`src/rtl/dist_conv_pkg.sv`:
```
// Shared types and constants for the distance conversion datapath.
// Coefficients are unsigned Q2.16, rounded to nearest.
package dist_conv_pkg;

  typedef enum logic [1:0] {
    MODE_M2FT  = 2'd0,
    MODE_FT2M  = 2'd1,
    MODE_KM2MI = 2'd2,
    MODE_MI2KM = 2'd3
  } mode_e;

  localparam int unsigned COEF_W    = 18;
  localparam int unsigned COEF_FRAC = 16;

  localparam logic [COEF_W-1:0] COEF_M2FT  = 18'd215011; // 3.2808
  localparam logic [COEF_W-1:0] COEF_FT2M  = 18'd19975;  // 0.3048
  localparam logic [COEF_W-1:0] COEF_KM2MI = 18'd40722;  // 0.621371
  localparam logic [COEF_W-1:0] COEF_MI2KM = 18'd105470; // 1.609344

  function automatic logic [COEF_W-1:0] coef_of(input mode_e m);
    logic [COEF_W-1:0] c;
    case (m)
      MODE_M2FT:  c = COEF_M2FT;
      MODE_FT2M:  c = COEF_FT2M;
      MODE_KM2MI: c = COEF_KM2MI;
      MODE_MI2KM: c = COEF_MI2KM;
      default:    c = COEF_M2FT;
    endcase
    return c;
  endfunction

endpackage

```
`src/rtl/round_sat.sv`:
```
// Combinational round-half-up and saturate: drops IN_FRAC-OUT_FRAC fraction
// bits from an unsigned product and clamps to OUT_W bits of all-ones.
module round_sat #(
  parameter int unsigned IN_W     = 34,
  parameter int unsigned IN_FRAC  = 24,
  parameter int unsigned OUT_W    = 16,
  parameter int unsigned OUT_FRAC = 8
) (
  input  logic [IN_W-1:0]  prod,
  output logic [OUT_W-1:0] out_data,
  output logic             sat
);

  localparam int unsigned SHIFT = IN_FRAC - OUT_FRAC;
  localparam int unsigned SUM_W = IN_W + 1;
  localparam int unsigned Q_W   = SUM_W - SHIFT;
  localparam logic [SUM_W-1:0] HALF = {{(SUM_W-1){1'b0}}, 1'b1} << (SHIFT - 1);

  logic [SUM_W-1:0] sum;
  logic [Q_W-1:0]   q;

  always_comb begin
    sum      = {1'b0, prod} + HALF;
    q        = Q_W'(sum >> SHIFT);
    sat      = |q[Q_W-1:OUT_W];
    out_data = sat ? '1 : q[OUT_W-1:0];
  end

endmodule

```
`src/rtl/distance_conv_pipe.sv`:
```
// Three-stage multiply / round / saturate distance converter with a single
// global stall (adv) shared by every stage and by the input handshake.
module distance_conv_pipe
  import dist_conv_pkg::*;
#(
  parameter int unsigned DATA_W = 16,
  parameter int unsigned FRAC_W = 8,
  parameter int unsigned CNT_W  = 16
) (
  input  logic              clk,
  input  logic              rst,
  input  logic              in_valid,
  output logic              in_ready,
  input  logic [1:0]        in_mode,
  input  logic [DATA_W-1:0] in_data,
  output logic              out_valid,
  input  logic              out_ready,
  output logic [DATA_W-1:0] out_data,
  output logic [1:0]        out_mode,
  output logic              out_sat,
  output logic [CNT_W-1:0]  conv_count
);

  localparam int unsigned PROD_W = DATA_W + COEF_W;

  logic              s1_v_q, s1_v_d;
  logic [DATA_W-1:0] s1_data_q, s1_data_d;
  mode_e             s1_mode_q, s1_mode_d;
  logic [COEF_W-1:0] s1_coef_q, s1_coef_d;

  logic              s2_v_q, s2_v_d;
  logic [PROD_W-1:0] s2_prod_q, s2_prod_d;
  mode_e             s2_mode_q, s2_mode_d;

  logic              out_v_q, out_v_d;
  logic [DATA_W-1:0] out_data_q, out_data_d;
  mode_e             out_mode_q, out_mode_d;
  logic              out_sat_q, out_sat_d;

  logic [CNT_W-1:0]  cnt_q, cnt_d;

  logic              adv;
  logic [PROD_W-1:0] s1_prod;
  logic [DATA_W-1:0] rs_data;
  logic              rs_sat;

  assign s1_prod = PROD_W'(s1_data_q) * PROD_W'(s1_coef_q);

  round_sat #(
    .IN_W    (PROD_W),
    .IN_FRAC (FRAC_W + COEF_FRAC),
    .OUT_W   (DATA_W),
    .OUT_FRAC(FRAC_W)
  ) u_round_sat (
    .prod    (s2_prod_q),
    .out_data(rs_data),
    .sat     (rs_sat)
  );

  assign adv        = !out_v_q || out_ready;
  assign in_ready   = adv;
  assign out_valid  = out_v_q;
  assign out_data   = out_data_q;
  assign out_mode   = out_mode_q;
  assign out_sat    = out_sat_q;
  assign conv_count = cnt_q;

  // Valid bits always shift on adv (bubbles travel too); payload only loads
  // behind a valid so the output holds its last result between samples.
  always_comb begin
    s1_v_d     = s1_v_q;
    s1_data_d  = s1_data_q;
    s1_mode_d  = s1_mode_q;
    s1_coef_d  = s1_coef_q;
    s2_v_d     = s2_v_q;
    s2_prod_d  = s2_prod_q;
    s2_mode_d  = s2_mode_q;
    out_v_d    = out_v_q;
    out_data_d = out_data_q;
    out_mode_d = out_mode_q;
    out_sat_d  = out_sat_q;
    cnt_d      = cnt_q;

    if (adv) begin
      s1_v_d = in_valid;
      if (in_valid) begin
        s1_data_d = in_data;
        s1_mode_d = mode_e'(in_mode);
        s1_coef_d = coef_of(mode_e'(in_mode));
      end
      s2_v_d = s1_v_q;
      if (s1_v_q) begin
        s2_prod_d = s1_prod;
        s2_mode_d = s1_mode_q;
      end
      out_v_d = s2_v_q;
      if (s2_v_q) begin
        out_data_d = rs_data;
        out_mode_d = s2_mode_q;
        out_sat_d  = rs_sat;
      end
    end

    if (out_v_q && out_ready) begin
      cnt_d = cnt_q + CNT_W'(1);
    end
  end

  always_ff @(posedge clk) begin
    if (rst) begin
      s1_v_q     <= 1'b0;
      s1_data_q  <= '0;
      s1_mode_q  <= MODE_M2FT;
      s1_coef_q  <= '0;
      s2_v_q     <= 1'b0;
      s2_prod_q  <= '0;
      s2_mode_q  <= MODE_M2FT;
      out_v_q    <= 1'b0;
      out_data_q <= '0;
      out_mode_q <= MODE_M2FT;
      out_sat_q  <= 1'b0;
      cnt_q      <= '0;
    end else begin
      s1_v_q     <= s1_v_d;
      s1_data_q  <= s1_data_d;
      s1_mode_q  <= s1_mode_d;
      s1_coef_q  <= s1_coef_d;
      s2_v_q     <= s2_v_d;
      s2_prod_q  <= s2_prod_d;
      s2_mode_q  <= s2_mode_d;
      out_v_q    <= out_v_d;
      out_data_q <= out_data_d;
      out_mode_q <= out_mode_d;
      out_sat_q  <= out_sat_d;
      cnt_q      <= cnt_d;
    end
  end

endmodule

```
`config.mk`:
```
export PLATFORM = sky130hd
export DESIGN_NAME = distance_conv_pipe
export DESIGN_NICKNAME = d
export VERILOG_FILES = /design/src/rtl/dist_conv_pkg.sv /design/src/rtl/round_sat.sv /design/src/rtl/distance_conv_pipe.sv
export SDC_FILE = /design/constraint.sdc
export NUM_CORES = 1
export LEC_CHECK = 0
export CAP_MARGIN = 25
export CORE_ASPECT_RATIO = 1.25
export CORE_MARGIN = 5
export CORE_UTILIZATION = 51
export DETAILED_ROUTE_END_ITERATION = 6
export GPL_TIMING_DRIVEN = 0
export PLACE_DENSITY = 0.69
export SYNTH_ARGS = -nofsm -noshare
export SYNTH_HDL_FRONTEND = slang
export SYNTH_HIERARCHICAL = 1
export SYNTH_SLANG_ARGS = --single-unit
```
`constraint.sdc`:
```
create_clock -name clk -period 10.6 [get_ports clk]
set_input_delay 1.06 -clock clk [delete_from_list [all_inputs] [get_ports clk]]
set_output_delay 1.06 -clock clk [all_outputs]
set_load 0.02 [all_outputs]
```
Word level (Yosys, flattened, before mapping)
Cells that the tools add are included.
- register bits after elaboration: 110
- output and inout port bits: 37
- word-level logic and storage cells: 28
- $add $sub $neg: 2
- multipliers: 1
- eq/ne operators: 3
- mux-type cells: 2
- reduce and logical (&&, ||, !) cells: 8
- operator list (cell ; count):
    $pmux 18 s4 ; 1
    $add 34x16->35 const B ; 1
    $mul 16x18->34 ; 1
    $add 16x1->16 const B ; 1
    $mux 16 ; 1
    $reduce_and 2->1 ; 3
    $eq 2x2->1 const B ; 2
    $reduce_or 3->1 ; 1
    $eq 2x1->1 const B ; 1
    $logic_not 2->1 ; 1
    $logic_and 1x1->1 ; 1
    $logic_not 1->1 ; 1
    $logic_or 1x1->1 ; 1

Depth between registers and ports, before layout
Gate-level depths: netlist of the first run.
- word-level depth: 3
- mapped depth: 24

By module
Netlist of the first run, hierarchy kept.
- by module, submodules not included (module ; instances ; cells an instance ; area an instance (µm²) ; seq. area each (µm²)):
    distance_conv_pipe ; 1 ; 1468 ; 12734.7 ; 2042.0
    round_sat ; 1 ; 71 ; 454.2 ; 0.0

Least setup slack after synthesis of the first run
No wires, ideal clock.
- path kind: register -> register
- start: register s1_coef_q[16]
- end: register s2_prod_q[27]
- library setup time: 0.062 ns
- arrival: 6.093 ns
- required time: 10.538 ns
- slack: 4.445 ns
- stages on the path, launching flop included: 25
- path buffers: 2
- clock period less this slack: 6.155 ns
- cell sequence: dfxtp_1 -> clkbuf_1 -> clkbuf_1 -> nand2_1 -> inv_1 -> fa_1 -> inv_1 -> fa_1 -> inv_1 -> fa_1 -> inv_1 -> fa_1 -> inv_1 -> fa_1 -> inv_1 -> fa_1 -> inv_1 -> ha_1 -> nand2_1 -> o21ai_0 -> a2111oi_4 -> o31ai_4 -> a221oi_4 -> or4_2 -> nand3_1
- word-level cells in the longest chain between the ends: 1
- ends and longest elaborated chain (what ; line ; source):
    start, declared ; distance_conv_pipe.sv:29 ; logic [COEF_W-1:0] s1_coef_q, s1_coef_d;
    start signal, assigned ; distance_conv_pipe.sv:127 ; s1_coef_q <= s1_coef_d;
    $mul 16x18->34 ; distance_conv_pipe.sv:47 ; assign s1_prod = PROD_W'(s1_data_q) * PROD_W'(s1_coef_q);
    end signal, assigned ; distance_conv_pipe.sv:129 ; s2_prod_q <= s2_prod_d;
    end, declared ; distance_conv_pipe.sv:32 ; logic [PROD_W-1:0] s2_prod_q, s2_prod_d;
No other way between the ends.
A chain may end at the register's enable or synchronous reset.

Final worst setup path of the first run
- start: register s1_coef_q[16]
- end: register s2_prod_q[32]
The elaborated chain is that of the path after synthesis.

==> run metrics, run 1 <==
RSZ-0062 raised after global routing no; full die area 0.02785 mm2; number of buffers added on ports 58; wl on met1 12990 um; GRT Residual Overflow 0; Max VDD drop 0.09958 mV; initial DRC count 705; Most Frequent Cell on Critical Path fa_1; DRC 0; Req. time, crit path 10.87 ns; critical path launch point type register; Setup TNS 0 ns; worst-path cell chain clkbuf_1 -> clkbuf_1 -> nand2_1 -> inv_1 -> fa_1 -> inv_1 -> fa_1 -> inv_1 -> fa_1 -> fa_1 -> fa_1 -> inv_1 -> fa_1 -> inv_1 -> ha_1 -> and3_1 -> and4_1 -> o21ai_0 -> a31oi_1 -> a21oi_1 -> or4_1 -> o211ai_1; FP Rows 64; Max FO, Critical Path 10; CTS tree done; Max Cap Violations 0; Wirelength per Cell 17.45 um; final worst path period share 0.7007; Post-CTS Setup Inserts 0; CP Capture Type register; clock slew at reported path FFs 0.07 ns; Max H-tree Level 3; Total Nets Final 1885; syn avg cell area 8.601 um2; Synth Warn # 6; Fin. Hold Viols 0; Area Growth Syn to Fin 10.45%; setup ws final 3.173 ns; metal2 WL 16260 um; TritonCTS Buffers 9; largest net degree at the start of global routing 17; max layer used met4; skew final 0.01399 ns; outcome complete, no violations; Global Route Usage Sum 0.2467; Crit-path slowest cell fa_1; Vias 9679; clk root buf clkbuf_16; Placer Congestion 0.9687; final setup violation count 0; crit path kind register to register; Hold WC Path Type register to register; Antenna diodes 0; drt total wl 32500 um; Die H 185.3 um; layout cell share with drive strength beyond 1 0.02611; Post-Syn Nets 1816; initial antenna violation count 0; worst slew pin tran 0.7726 ns; max incr delay on CP 0.63 ns; # resized after CTS 0; post-synthesis cell count 1458; crit path DAT 7.69 ns; fmax 0.1346 GHz; CTS Buffer Depth 2; vias in the first global route 10.41k; ANT nets after route 0; LEAKAGE 0.007019 uW; WL met3 1563 um; Ports 59; PwrDens 81.88 mW/mm2; Post-DP HPWL 27930 um; slew margin rel. 0.4849; drt via density 5.198; mapped cell area 0.01254 mm2; cts hold-fix bufs 0; Die X 150.3 um; post-route minimum period 7.427 ns; clock sink count 87; Slew Limit Fails 0; drt first pass iters 5; DP Worst Slack 3.234 ns; clk_lat worst skew 0.35 ns; Starting Density 0.5152; core area 0.02434 mm2; first-pass GRT wire length 53220 um
## stage by stage
stage / power [uW] / area [um2] / instances / utilization / hold WS, ns
floorplan: 663.8 / 12540 / 1458 / - / 0.4321
global placement: 796.7 / 13530 / 1846 / 0.5560 / 0.4426
detailed placement: 799.2 / 13530 / 1846 / 0.5560 / 0.4496
CTS: 1145 / 13850 / 1862 / 0.5690 / 0.4596
global route: 1215 / 13850 / 1862 / 0.5690 / 0.4765
finish: 1134 / 13850 / 1862 / 0.5690 / 0.4578
## worst paths after layout
kind	startpoint	end	slack, ns	depth (start not counted)
max	s1_coef_q[16]	s2_prod_q[32]	3.17	22
min	s1_data_q[13]	s1_data_q[13]	0.46	2
min reg2reg	s1_data_q[13]	s1_data_q[13]	0.46	2
max reg2reg	s1_coef_q[16]	s2_prod_q[32]	3.17	22
## placed cells by master (no fill, tap or decap), drive strengths merged, types with 4 or more instances in the layout
cell           instances
a31oi                  4
nand3b                 6
xor2                  22
xnor2                 19
fa                   204
buf                    5
inv                  316
clkbuf                66
o21a                   4
nand3                 21
o211ai                 5
or3                    6
o21ai                 36
o21bai                 4
clkdlybuf4s50         58
and3                   8
nand2                214
nor2                  48
a21o                  19
nor4                   5
and2                  86
a21oi                 79
nor3                  14
nand4                  9
ha                   132
dfxtp                 87
a211oi                 8
## cell type report
class | count | area (um2)
Tap cell | 330 | 412.9
Sequential cell | 87 | 1742
Clock buffer | 10 | 239.0
Clock inverter | 6 | 77.57
Timing Repair Buffer | 58 | 580.6
Inverter | 314 | 1179
Buffer | 61 | 270.3
Multi-Input combinational cell | 996 | 9350
Fill cell | 2295 | 10490
## critical path, delay by kind of cell (launching register included)
kind            cells  cell delay [ns]
flops               1             0.31
fa+ha+maj           7             3.41
buf+inv             7             1.67
simple gates        4             1.07
compound gates      4             0.86
## registers in the layout, indices dropped and copies added, names as in the netlist
signal / count
s2_mode_q: 2
s2_v_q: 1
s2_prod_q: 19
out_sat: 1
s1_coef_q: 10
s1_data_q: 16
out_mode: 2
s1_v_q: 1
s1_mode_q: 2
conv_count: 16
out_valid: 1
out_data: 16
## power by group
part	internal (uW)	leakage (uW)	total [uW]	switching [uW]
Clock	193	0.000156	338	145
Sequential	341	0.000708	359	18.3
Combinational	164	0.00615	437	273
Total	698	0.00702	1130	436
## routing by layer
layer	up-vias	track usage
met1	4672	0.2966
li1	4648	-
met3	82	0.03671
met5	-	0
met2	277	0.4340
met4	0	0.1157
(Power assumes the default switching activity.)
==> run 2, diff against run 1 <==
--- a/config.mk
+++ b/config.mk
@@ -11,7 +11,7 @@
 export CORE_UTILIZATION = 51
 export DETAILED_ROUTE_END_ITERATION = 6
 export GPL_TIMING_DRIVEN = 0
-export PLACE_DENSITY = 0.69
+export PLACE_DENSITY = 0.72
 export SYNTH_ARGS = -nofsm -noshare
 export SYNTH_HDL_FRONTEND = slang
 export SYNTH_HIERARCHICAL = 1
==> constraint.sdc (replaced) <==
create_clock -name clk -period 6.13 [get_ports clk]
set_input_delay 0.613 -clock clk [delete_from_list [all_inputs] [get_ports clk]]
set_output_delay 0.613 -clock clk [all_outputs]
set_load 0.02 [all_outputs]
==> run 2 against run 1 <==
Net effect: global-route usage increased by 0.46 points; wire length increased by 2.6%; clock-buffer cell count increased by 1; sequential share of layout area decreased by 0.097 points; power increased by 80%; first-iteration DRC count increased by 4.4%.
==> run metrics, run 2 (same netlist as run 1, synthesis figures left out) <==
FF-to-FF End s2_prod_q[27]; multi-input combinational cell area 0.009609 mm2; Max VDD drop 0.1474 mV; full die area 0.02785 mm2; post-route minimum period 6.026 ns; crit path DAT 6.32 ns; CP Capture Type register; FP Rows 64; Placer Congestion 0.9798; first-pass GRT wire length 54500 um; worst-path cell chain clkbuf_8 -> nand2_2 -> inv_1 -> fa_1 -> fa_1 -> fa_1 -> fa_1 -> fa_1 -> inv_1 -> fa_1 -> inv_1 -> ha_4 -> and2_2 -> nand3_1 -> o31ai_4 -> a221oi_4 -> or4_2 -> nand3_2; Most Frequent Cell on Critical Path fa_1; PwrDens 142.8 mW/mm2; Worst Hold Path EP s2_mode_q[0]; Hold WC Path Type register to register; layout cell share with drive strength beyond 1 0.09316; DP Worst Slack -1.246 ns; ANT nets after route 0; final setup violation count 0; largest net degree at the start of global routing 16; CTS tree done; core area 0.02434 mm2; clock sink count 87; skew final 0.01962 ns; number of buffers added on ports 58; Area Growth Syn to Fin 14.19%; Req. time, crit path 6.42 ns; initial DRC count 736; clock slew at reported path FFs 0.08 ns; cts hold-fix bufs 0; initial antenna violation count 0; fill count 2164; crit path kind register to register; fmax 0.1660 GHz; slew margin rel. 0.4845; Max H-tree Level 3; Critical R2R Launch s1_coef_q[16]; GRT Residual Overflow 0; vias in the first global route 10.49k; most common cell after layout, fill and taps aside inv_1; Wirelength per Cell 17.88 um; reg2reg path depth 18; Global Route Usage Sum 0.2514; drt via density 5.278; drt first pass iters 5; Biggest register s2_prod_q; worst path buffer plus inverter count 4; Die X 150.3 um; Crit-path slowest cell fa_1; Hold Crit Start s2_mode_q[0]; post-route design area 0.01432 mm2; critical path launch point type register; Max Cap Violations 0; Fin. Hold Viols 0; max incr delay on CP 0.58 ns; Total Nets Final 1888; TritonCTS Buffers 9; post-layout util 0.5883; Seq. cell area 0.001787 mm2; final worst path period share 0.9830; drt total wl 33350 um; Die H 185.3 um; Slew Limit Fails 0; Max FO, Critical Path 7; WHS Path Cells 2; Fin Hold WS 0.4619 ns; Antenna diodes 0; RSZ-0062 raised after global routing yes; Starting Density 0.5152; setup ws final 0.1043 ns; R2R Setup Slk 0.10 ns; worst slew pin tran 0.7733 ns; Ports 59; delay-heaviest family, CP adder cells; CTS Buffer Depth 2; Post-DP HPWL 27600 um; clk root buf clkbuf_16; outcome complete, no violations; crit path from s1_coef_q[16]; LEAKAGE 0.007166 uW; Setup TNS 0 ns; commonest cells after routing, fill and taps aside inv_1 (303), nand2_1 (203), fa_1 (201); DRC 0; max FFs per register 19; clk_lat worst skew 0.36 ns; Vias 9844; Placed Area 0.01353 mm2
==> run 2: changes by cell type in the layout (fill, tap and decap cells not counted), sizes merged <==
cell and delta:
buf +25, clkinv -2, clkinvlp +2, inv -1, clkbuf -21
==> run 2: final cells by class <==
type | count | share of cell area
repair buffers | 72 | 0.04832
multi-input cells | 996 | 0.6710
well taps | 330 | 0.02883
plain buffers | 50 | 0.02307
inverters | 314 | 0.08248
clock inverters | 5 | 0.004543
flip-flops and latches | 87 | 0.1248
clock buffers | 11 | 0.01695
==> run 2: worst reg2reg max path, stage by stage, from the launching register on <==
cell and delay, ns:
dfxtp_4 0.44, clkbuf_8 0.19, nand2_2 0.11, inv_1 0.10, fa_1 0.45, fa_1 0.55
fa_1 0.50, fa_1 0.52, fa_1 0.54, inv_1 0.05, fa_1 0.58, inv_1 0.09
ha_4 0.32, and2_2 0.20, nand3_1 0.13, o31ai_4 0.41, a221oi_4 0.13, or4_2 0.58
nand3_2 0.08
==> run 2: worst max-delay path by stage <==
| stage | end | slack, ns | cells past startpoint |
|---|---|---|---|
| 6_report | s2_prod_q[27] | 0.10 | 18 |
| 5_1_grt | s2_prod_q[27] | -0.04 | 20 |
| 4_1_cts | s2_prod_q[27] | 0.005 | 18 |
| 3_5_place_dp | s2_prod_q[32] | -1.25 | 22 |
| 3_3_place_gp | s2_prod_q[32] | -1.21 | 22 |
| 2_1_floorplan | s2_prod_q[27] | 0.03 | 24 |
==> run 2: power breakdown <==
group / internal (uW) / switching, uW
clock network: 331 / 250
registers: 589 / 44.1
logic: 336 / 494
total: 1260 / 789
==> run 2: routing by layer <==
| metal | vias up | GRT usage | share of wire |
|---|---|---|---|
| met5 | - | 0 | 0 |
| met4 | 0 | 0.1073 | 0.052 |
| met3 | 90 | 0.04234 | 0.051 |
| met2 | 312 | 0.4446 | 0.50 |
| met1 | 4785 | 0.3014 | 0.39 |
| li1 | 4657 | - | - |
==> run 2: metrics by stage <==
step           power (uW)  std cells
2_1_floorplan        1148       1458
3_3_place_gp         1378       1846
3_5_place_dp         1384       1846
4_1_cts              2011       1859
5_1_grt              2185       1865
6_report             2045       1865
==> run 2: repair_timing <==
action	4_1_cts	5_1_grt
cloned	1	0
setup buffers	6	7
resized for setup	91	67
hold endpoints to repair	0	0
setup endpoints to repair	19	14
pin swaps	10	26
==> run 3, diff against run 2 <==
--- a/config.mk
+++ b/config.mk
@@ -9,8 +9,9 @@
 export CORE_ASPECT_RATIO = 1.25
 export CORE_MARGIN = 5
 export CORE_UTILIZATION = 51
+export CTS_CLUSTER_SIZE = 8
 export DETAILED_ROUTE_END_ITERATION = 6
-export GPL_TIMING_DRIVEN = 0
+export GPL_TIMING_DRIVEN = 1
 export PLACE_DENSITY = 0.72
 export SYNTH_ARGS = -nofsm -noshare
 export SYNTH_HDL_FRONTEND = slang
==> run 3 against run 2 <==
Net effect: highest routed layer unchanged; worst hold slack worse by 0.0038 ns; critical path depth up 4; core utilization up 1.3 points; sequential share of layout area down 0.39 points; sequential power down 0.8%; setup slack better by 0.11 ns; cell count up 2.7%; design area up 2.2%; combinational power up 2.5%; fmax up 1.9%; clock skew down 0.010 ns.
==> run metrics, run 3 (same netlist as run 1, synthesis figures left out) <==
worst-path cell chain buf_6 -> nand2_1 -> inv_1 -> fa_1 -> fa_1 -> inv_1 -> fa_1 -> inv_1 -> fa_1 -> fa_1 -> inv_1 -> fa_1 -> inv_1 -> ha_1 -> a21oi_1 -> a21boi_0 -> a311oi_1 -> buf_4 -> a31oi_4 -> a31oi_2 -> xnor2_1 -> o21ai_0; max incr delay on CP 0.55 ns; Max H-tree Level 3; CTS tree done; Area Growth Syn to Fin 16.74%; RSZ-0062 raised after global routing yes; full die area 0.02785 mm2; CP Capture Type register; LEAKAGE 0.007490 uW; vias in the first global route 10.68k; number of buffers added on ports 58; Fin Hold WS 0.4580 ns; TritonCTS Buffers 9; first-pass GRT wire length 54370 um; Die H 185.3 um; crit path kind register to register; largest net degree at the start of global routing 48; Antenna diodes 0; core area 0.02434 mm2; initial DRC count 619; DRC 0; placed cells 1897; Global Route Usage Sum 0.2503; Starting Density 0.5152; Hold WC Path Type register to register; Placer Congestion 0.9845; Post-DP HPWL 27710 um; drt first pass iters 5; Vias 10.04k; outcome complete, no violations; final worst path period share 0.9649; delay-heaviest family, CP adder cells; Crit-path slowest cell fa_1; Ports 59; Fin. Hold Viols 0; Slew Limit Fails 0; Total Power 2085 uW; layout cell share with drive strength beyond 1 0.1179; critical path launch point type register; Req. time, crit path 6.35 ns; drt via density 5.241; clk_lat worst skew 0.36 ns; Wirelength per Cell 17.25 um; Placed Area 0.01414 mm2; drt total wl 33050 um; ANT nets after route 0; Max VDD drop 0.1298 mV; FP Rows 64; fin cells 1916; post-route design area 0.01464 mm2; WHS Path Cells 2; max FFs per register 19; most common cell after layout, fill and taps aside inv_1; post-route minimum period 5.915 ns; CTS Buffer Depth 2; cell count along the critical path 22; worst slew pin tran 0.7637 ns; final setup violation count 0; reg2reg path depth 22; clk root buf clkbuf_16; clock sink count 87; worst path buffer plus inverter count 7; commonest cells after routing, fill and taps aside inv_1 (310), nand2_1 (209), fa_1 (201); Biggest register s2_prod_q; initial antenna violation count 0; Die X 150.3 um; Total Nets Final 1939; Max Cap Violations 0; PwrDens 142.4 mW/mm2; crit path DAT 6.14 ns; GRT Residual Overflow 0; skew final 0.009357 ns; fill count 2161; clock slew at reported path FFs 0.08 ns; Most Frequent Cell on Critical Path fa_1; Max FO, Critical Path 8; fmax 0.1691 GHz; slew margin rel. 0.4862
==> run 3: cell types whose count changed in the layout (fill, tap and decap cells not counted), sizes merged <==
cell           previous run  this run
buf                      30       116
clkbuf                   45         9
clkdlybuf4s50            58        57
clkinvlp                  2         1
inv                     315       318
==> run 3: worst paths after layout <==
kind	start	end	slack, ns
setup / recovery	s1_coef_q[16]	s2_prod_q[28]	0.22
hold / removal	out_data[12]	out_data[12]	0.46
setup reg to reg	s1_coef_q[16]	s2_prod_q[28]	0.22
hold reg to reg	out_data[12]	out_data[12]	0.46
==> run 3: worst min-delay path, cell delays in order, from the launching register on <==
cell,delay [ns]
dfxtp_1,0.31
nand2_1,0.05
a21oi_1,0.05
==> run 3: report_power, final <==
| part | internal, uW | switching, uW |
|---|---|---|
| Clock | 326 | 279 |
| Combinational | 363 | 488 |
| Sequential | 590 | 38.5 |
==> run 3: cell type report <==
cell class                      instances  area, um2  area share
Clock buffer                            9      225.2     0.01538
Clock inverter                          7      86.33    0.005897
Inverter                              314       1179     0.08051
Multi-Input combinational cell        996       9488      0.6481
Sequential cell                        87       1769      0.1208
Tap cell                              330      412.9     0.02820
Timing Repair Buffer                  173       1480      0.1011
==> run 3: layer usage <==
metal	share of wire	up-vias	GRT usage
met3	0.050	84	0.04112
met4	0.045	0	0.09301
met5	0	-	0
met1	0.39	4875	0.3006
met2	0.52	331	0.4497
li1	-	4751	-
==> run 3: what timing repair did <==
| action | 4_1_cts | 5_1_grt |
|---|---|---|
| resized for setup | 4 | 49 |
| setup buffers | 0 | 3 |
| hold buffers | 0 | 0 |
| setup endpoints to repair | 10 | 13 |
| pin swaps | 0 | 15 |
==> run 3: stage by stage <==
stage               TNS (ns)  setup slack [ns]  utilization
floorplan                  0           0.02863            -
global placement    -0.09719          -0.04577       0.5807
detailed placement   -0.4113           -0.1065       0.5807
CTS                        0          0.003370       0.5939
global route        -0.02894          -0.02894       0.6014
finish                     0            0.2154       0.6014
